--- src/rtl/cla_sub_pipe.sv ---
// Pipelined subtractor D = A - B - bin, one 4-bit carry-look-ahead group per stage.
// Inter-group borrow is registered between stages and the pipe advances globally on adv.
module cla_sub_pipe #(
    parameter int WIDTH = 16
) (
    input  logic             clk,
    input  logic             rst,
    input  logic             in_valid,
    output logic             in_ready,
    input  logic [WIDTH-1:0] a,
    input  logic [WIDTH-1:0] b,
    input  logic             bin,
    output logic             out_valid,
    input  logic             out_ready,
    output logic [WIDTH-1:0] diff,
    output logic             bout,
    output logic             ovf
);

    localparam int N = WIDTH / 4;

    // Stage registers; stage k holds result bits [4k+3:0] plus the operands still to be consumed.
    logic [WIDTH-1:0] res_q  [N];
    logic [WIDTH-1:0] a_q    [N];
    logic [WIDTH-1:0] b_q    [N];
    logic             brw_q  [N];
    logic             amsb_q [N];
    logic             bmsb_q [N];
    logic             vld_q  [N];

    logic [WIDTH-1:0] res_d  [N];
    logic [WIDTH-1:0] a_d    [N];
    logic [WIDTH-1:0] b_d    [N];
    logic             brw_d  [N];
    logic             amsb_d [N];
    logic             bmsb_d [N];
    logic             vld_d  [N];

    logic             adv;
    int               prev;
    logic [WIDTH-1:0] src_a;
    logic [WIDTH-1:0] src_b;
    logic [WIDTH-1:0] src_res;
    logic             src_brw;
    logic [4:0]       grp;

    // Returns {carry_out, sum} of x + ~y + cin using look-ahead carries.
    function automatic logic [4:0] cla4(input logic [3:0] x, input logic [3:0] y,
                                        input logic cin);
        logic [3:0] p;
        logic [3:0] g;
        logic [3:0] c;
        logic       co;
        p    = x ^ ~y;
        g    = x & ~y;
        c[0] = cin;
        c[1] = g[0] | (p[0] & cin);
        c[2] = g[1] | (p[1] & g[0]) | (p[1] & p[0] & cin);
        c[3] = g[2] | (p[2] & g[1]) | (p[2] & p[1] & g[0]) | (p[2] & p[1] & p[0] & cin);
        co   = g[3] | (p[3] & g[2]) | (p[3] & p[2] & g[1]) | (p[3] & p[2] & p[1] & g[0])
             | (p[3] & p[2] & p[1] & p[0] & cin);
        return {co, p ^ c};
    endfunction

    assign adv      = ~vld_q[N-1] | out_ready;
    assign in_ready = adv;

    always_comb begin
        prev    = 0;
        src_a   = '0;
        src_b   = '0;
        src_res = '0;
        src_brw = 1'b0;
        grp     = '0;
        for (int k = 0; k < N; k++) begin
            prev = (k == 0) ? 0 : k - 1;
            if (k == 0) begin
                src_a     = a;
                src_b     = b;
                src_res   = '0;
                src_brw   = bin;
                amsb_d[k] = a[WIDTH-1];
                bmsb_d[k] = b[WIDTH-1];
                vld_d[k]  = in_valid & adv;
            end else begin
                src_a     = a_q[prev];
                src_b     = b_q[prev];
                src_res   = res_q[prev];
                src_brw   = brw_q[prev];
                amsb_d[k] = amsb_q[prev];
                bmsb_d[k] = bmsb_q[prev];
                vld_d[k]  = vld_q[prev];
            end
            grp      = cla4(4'(src_a >> (4 * k)), 4'(src_b >> (4 * k)), ~src_brw);
            res_d[k] = src_res | (WIDTH'(grp[3:0]) << (4 * k));
            brw_d[k] = ~grp[4];
            a_d[k]   = src_a;
            b_d[k]   = src_b;
        end
    end

    always_ff @(posedge clk or posedge rst) begin
        if (rst) begin
            for (int k = 0; k < N; k++) begin
                res_q[k]  <= '0;
                a_q[k]    <= '0;
                b_q[k]    <= '0;
                brw_q[k]  <= 1'b0;
                amsb_q[k] <= 1'b0;
                bmsb_q[k] <= 1'b0;
                vld_q[k]  <= 1'b0;
            end
        end else if (adv) begin
            for (int k = 0; k < N; k++) begin
                res_q[k]  <= res_d[k];
                a_q[k]    <= a_d[k];
                b_q[k]    <= b_d[k];
                brw_q[k]  <= brw_d[k];
                amsb_q[k] <= amsb_d[k];
                bmsb_q[k] <= bmsb_d[k];
                vld_q[k]  <= vld_d[k];
            end
        end
    end

    assign out_valid = vld_q[N-1];
    assign diff      = res_q[N-1];
    assign bout      = brw_q[N-1];
    assign ovf       = (amsb_q[N-1] != bmsb_q[N-1]) & (res_q[N-1][WIDTH-1] != amsb_q[N-1]);

endmodule

--- config.mk ---
export PLATFORM = sky130hd
export DESIGN_NAME = cla_sub_pipe
export DESIGN_NICKNAME = d
export VERILOG_FILES = /design/src/rtl/cla_sub_pipe.sv
export SDC_FILE = /design/constraint.sdc
export NUM_CORES = 1
export LEC_CHECK = 0
export BUFFER_PORTS_ARGS = -buffer_cell sky130_fd_sc_hd__buf_2
export CAP_MARGIN = 20
export CORE_ASPECT_RATIO = 0.7
export CORE_MARGIN = 3
export CORE_UTILIZATION = 35
export DETAILED_ROUTE_END_ITERATION = 6
export SLEW_MARGIN = 20
export SYNTH_ARGS = -nofsm -noshare
export SYNTH_HDL_FRONTEND = slang
export SYNTH_SLANG_ARGS = --single-unit
--- constraint.sdc ---
create_clock -name clk -period 3.3 [get_ports clk]
set_input_delay 0.165 -clock clk [delete_from_list [all_inputs] [get_ports clk]]
set_output_delay 0.165 -clock clk [all_outputs]
set_load 0.1 [all_outputs]
Word level (Yosys, flattened, before mapping)
Index checks and enable logic that the tools add are counted.
{"block": "totals", "reg_bits": 164, "latchBits": 0, "ramBits": 0, "mem_bits_ro": 0, "input_bits": 37, "out_inout_bits": 20, "elab_cells": 163, "n_memories": 0}
{"block": "classes", "addsub": 0, "multipliers": 0, "div": 0, "magnitude_cmp": 0, "n_eq_ne": 2, "n_shift": 0, "n_mux": 0, "bitwise": 135, "n_reduce_logical": 0}
{"cell": "$and 1x1->1", "n": 66}
{"cell": "$or 1x1->1", "n": 41}
{"cell": "$xor 4x4->4", "n": 8}
{"cell": "$and 4x4->4", "n": 4}
{"cell": "$not 4->4", "n": 4}
{"cell": "$or 16x12->16", "n": 1}
{"cell": "$or 16x16->16", "n": 1}
{"cell": "$not 1->1", "n": 9}
{"cell": "$or 4x8->8", "n": 1}
{"cell": "$ne 1x1->1", "n": 2}

Longest topological paths before layout
{"block": "logic_depth", "word_depth": 8, "depth_mapped": 7}

Worst setup path after synthesis
No wires, ideal clock.
{"block": "synth_path", "path_type": "reg-to-output", "start": "register res_q (netlist bit diff[15])", "end": "output ovf", "arrival_ns": 3.137, "path_slack_ns": -0.002, "path_stages_with_launch": 3, "n_path_buf": 0, "path_cell_list": "dfrtp_1 nand2b_1 o21ai_0"}
{"block": "synth_via", "elab_chain_cells": 2}
{"element": "start: declaration", "line": "23", "source": "logic [WIDTH-1:0] res_q [N];"}
{"element": "start signal: indexed assignment", "line": "115", "source": "res_q[k] <= res_d[k];"}
{"element": "$ne 1x1->1", "line": "129", "source": "assign ovf = (amsb_q[N-1] != bmsb_q[N-1]) & (res_q[N-1][WIDTH-1] != amsb_q[N-1]);"}
{"element": "$and 1x1->1", "line": "129"}
{"element": "end: declaration", "line": "17", "source": "output logic ovf"}
No other way between the ends.

Worst setup path after layout
{"block": "layout_path", "start": "register a_q (netlist bit a_d[25])", "end": "register res_q (netlist bit src_res[11])"}
{"block": "layout_via", "elab_chain_cells": 7, "elab_cells_between_ends": 12, "classes_between": "12 x bitwise"}
{"element": "start: declaration", "line": "24", "source": "logic [WIDTH-1:0] a_q [N];"}
{"element": "start signal: indexed assignment", "line": "116", "source": "a_q[k] <= a_d[k];"}
{"element": "$and 4x4->4 / $xor 4x4->4 (equally long branches)", "line": "55, 54"}
{"element": "$and 1x1->1", "line": "59", "source": "c[3] = g[2] | (p[2] & g[1]) | (p[2] & p[1] & g[0]) | (p[2] & p[1] & p[0] & cin);"}
{"element": "$or 1x1->1 / $and 1x1->1 (equally long branches) (2 in a row)", "line": "59"}
{"element": "$or 1x1->1 *", "line": "59"}
{"element": "$xor 4x4->4 *", "line": "62", "source": "return {co, p ^ c};"}
{"element": "$or 16x12->16 *", "line": "95", "source": "res_d[k] = src_res | (WIDTH'(grp[3:0]) << (4 * k));"}
Every way passes the cells marked *; elsewhere a longest branch is shown, timed or not.
A chain may end at the register's enable or synchronous reset.

==> results.ini <==
[setup_path]
cpPeakStageDelay_ps=400
worstPathCellList=ha_1 -> a21o_1 -> a221oi_2 -> xor2_1 -> o21ai_0
arrival_ps=1880
setup.worst_path.end_class=flop
worstPathRequired_ps=3480
crit_buf_inv=0
rrSetupSlack_ps=1600
r2r-start=a_d[25]$_DFFE_PP0N_
worst_path_max_delay_cell=dfrtp_1
cpLargestDelayFamily=compound AO/OA/AOI/OAI gates
critPathLaunch=a_d[25]$_DFFE_PP0N_
critPathKind=reg -> reg
cp-start-kind=flop
rr_worst_depth=5
crit_fanout=4
r2r_end=src_res[11]$_DFFE_PP0N_

[route]
dr_wl_met2_mm=3.64
highest_layer=met4
antenna_left=0
dr.pass1.iters=4
drc=0
drt_iter0_drc=159
routed_wl_mm=8.29
met1Wirelength_mm=4.14
wl_met3_microns=453
vias=3069
wl_per_cell_microns=12.3
vias_per_cell=4.54

[clocking]
cts_resized=0
ctsHoldBuffers=0
cts_root_buf=clkbuf_16
numCtsBuffers=9
clockBufferDepth=2
cts.htree.levels=3
tritoncts=yes
cts_setup_buffers=0
cts.clk_slew.worst_paths_ps=70
insertion_delay_ps=340
clkSinkCount=98

[placement]
routabilityCongestion=0.778
numPortBuffers=56
dp_cells=660
dpl.hpwl_mm=5.53
placed_area_sq_um=4730

[die]
fp-row-count=33
start_util_pct=36.3
dieArea_sq_um=13700
io_pins=57
core_area_sq_um=11900
die_h_microns=98.8
die_x_microns=139

[sta]
setup_viol=0
hold_viol=35
min_period_over_period_pct=51.6
whs_ps=-41.7
maxSlewViolCount=0
finClkSkew_ps=7.93
max_freq_ghz=0.588
tns_ps=0
fin_crit_ps=1700
worst_pin_slew_ps=881
slew_headroom_pct=41.2
rsz0062_at_grt=false

[finish]
area_delta_synth_final_pct=17.2
multi_input_area_sq_um=1670
num-fill-cells=1194
layoutNonFillerInstCount=676
seqCellArea_sq_um=2450
drive_gt1_share_pct=15.8
nNetsFinal=572
final_util_pct=42.6
antenna_cells=0
final_area_sq_um=5040

[logic_synthesis]
syn_nets=523
synth_seq_area_share_pct=57.0
yosysWarnings=0
syn_area_sq_um=4300
synthCells=465
syn_area_per_cell_sq_um=9.25
yosys.cell_types.count=26
synth_seq_cells=98

[run]
max-cap-violations=0

[global_routing]
grt_pass1_wl_mm=14.7
antenna_found_initial=0
grt-ovfl-total=0
grt_usage_pct=13.0
grt_max_degree=95
grt_pass1_vias=3040

[pwr]
ir_worst_vdd_uv=506
power.density_nw_per_um2=1120
total_leakage_power_nw=2.64

[outcome]
violations=hold timing
status=finished with violations

[worst_hold_path]
min_path_type=in -> async

worst max-delay path by stage:
stage          slack [ps]                 endpoint  depth (start not counted)
3_5_place_dp         1610  src_res[11]$_DFFE_PP0N_                          5
2_1_floorplan         570      a_d[24]$_DFFE_PP0N_                          1
4_1_cts              1600  src_res[11]$_DFFE_PP0N_                          5
6_report             1600  src_res[11]$_DFFE_PP0N_                          5
3_3_place_gp         1690  src_res[11]$_DFFE_PP0N_                          5
5_1_grt              1480  src_res[11]$_DFFE_PP0N_                          5
worst register-to-register path: stages (launching register included):
cell and delay [ps]:
dfrtp_1 400, ha_1 360, a21o_1 210, a221oi_2 310, xor2_1 180, o21ai_0 80
through the flow:
stage | hold slack (ps) | worst slack, ps | total power [mW]
3_5_place_dp | 369 | 1610 | 4.63
6_report | -41.7 | 1600 | 5.67
3_3_place_gp | 366 | 1690 | 4.55
2_1_floorplan | 277 | 573 | 4.11
4_1_cts | 14.8 | 1600 | 5.75
5_1_grt | 15.6 | 1480 | 6.12
logic make-up after synthesis:
logic type               count (synthesis)  share of synthesized area, %
AO/OA/AOI/OAI                           53                          8.35
buffers and inverters                   46                          4.45
adder cells (fa/ha/maj)                 21                          6.80
AND/OR/NAND/NOR                        239                          21.8
flip-flops                              98                          57.0
XOR/XNOR                                 8                          1.63
sequential cells by signal (all words and copies together) (netlist names), 3 cells and up:
name,flops
a_d,20
b_d,20
diff,16
res_q,12
src_a,3
src_b,4
src_res,12
vld_d,3
cells in the mapped netlist:
| master | number | share of area (%) |
|---|---|---|
| nand2_1 | 211 | 18 |
| dfrtp_1 | 98 | 57 |
| inv_1 | 24 | 2.1 |
| o21ai_0 | 18 | 2.1 |
| ha_1 | 17 | 4.9 |
| buf_2 | 12 | 1.4 |
| nor2_1 | 11 | 0.96 |
| a21oi_1 | 8 | 0.93 |
| clkbuf_1 | 8 | 0.70 |
| o21a_1 | 8 | 1.4 |
| o31ai_1 | 8 | 1.4 |
| nor2b_1 | 6 | 0.87 |
| xor2_1 | 5 | 1.0 |
| a21o_1 | 4 | 0.70 |
| a221oi_2 | 4 | 1.4 |
| fa_1 | 4 | 1.9 |
| nor3_1 | 4 | 0.47 |
| and2_1 | 3 | 0.44 |
| xnor2_1 | 3 | 0.61 |
| nand2b_1 | 2 | 0.29 |
| o21ai_1 | 2 | 0.23 |
| and2_2 | 1 | 0.17 |
| buf_4 | 1 | 0.17 |
| inv_2 | 1 | 0.087 |
| nand3b_1 | 1 | 0.17 |
| o21ai_2 | 1 | 0.20 |
per-layer routing:
metal  vias to the layer above  track usage [%]
li1                       1561                -
met1                      1450             18.5
met2                        53             19.5
met3                         5             4.90
met4                         0             2.28
met5                         -                0
cell usage in the layout, fill, tap and decap left out, types with 3 or more instances in the layout:
cell type / synthesis / layout
ha_1: 17 / 17
o31ai_1: 8 / 8
o21ai_0: 18 / 17
buf_2: 12 / 56
fa_1: 4 / 4
o21a_1: 8 / 8
nor2b_1: 6 / 5
xnor2_1: 3 / 3
nor3_1: 4 / 4
a21oi_1: 8 / 8
nor2_1: 11 / 11
dfrtp_1: 98 / 98
xor2_1: 5 / 5
a21o_1: 4 / 4
clkinv_2: 0 / 3
clkbuf_16: 0 / 9
o21ai_1: 2 / 3
and2_1: 3 / 3
a221oi_2: 4 / 4
nand2_1: 211 / 211
inv_1: 24 / 23
report_power, final:
| part | internal (mW) | leakage [nW] | switching, mW |
|---|---|---|---|
| Clock | 0.664 | 0.153 | 0.431 |
| Sequential | 1.73 | 1.17 | 0.288 |
| Combinational | 0.721 | 1.32 | 1.83 |
| Total | 3.11 | 2.64 | 2.55 |
final cells by class:
type,count,share of cell area [%]
sequential,98,48.6
multi-input combinational,321,33.1
timing repair buffer,59,6.25
clock buffer,11,4.62
tap,157,3.90
inverter,25,1.99
clock inverter,5,1.56
Power figures use the tool's default switching activity.
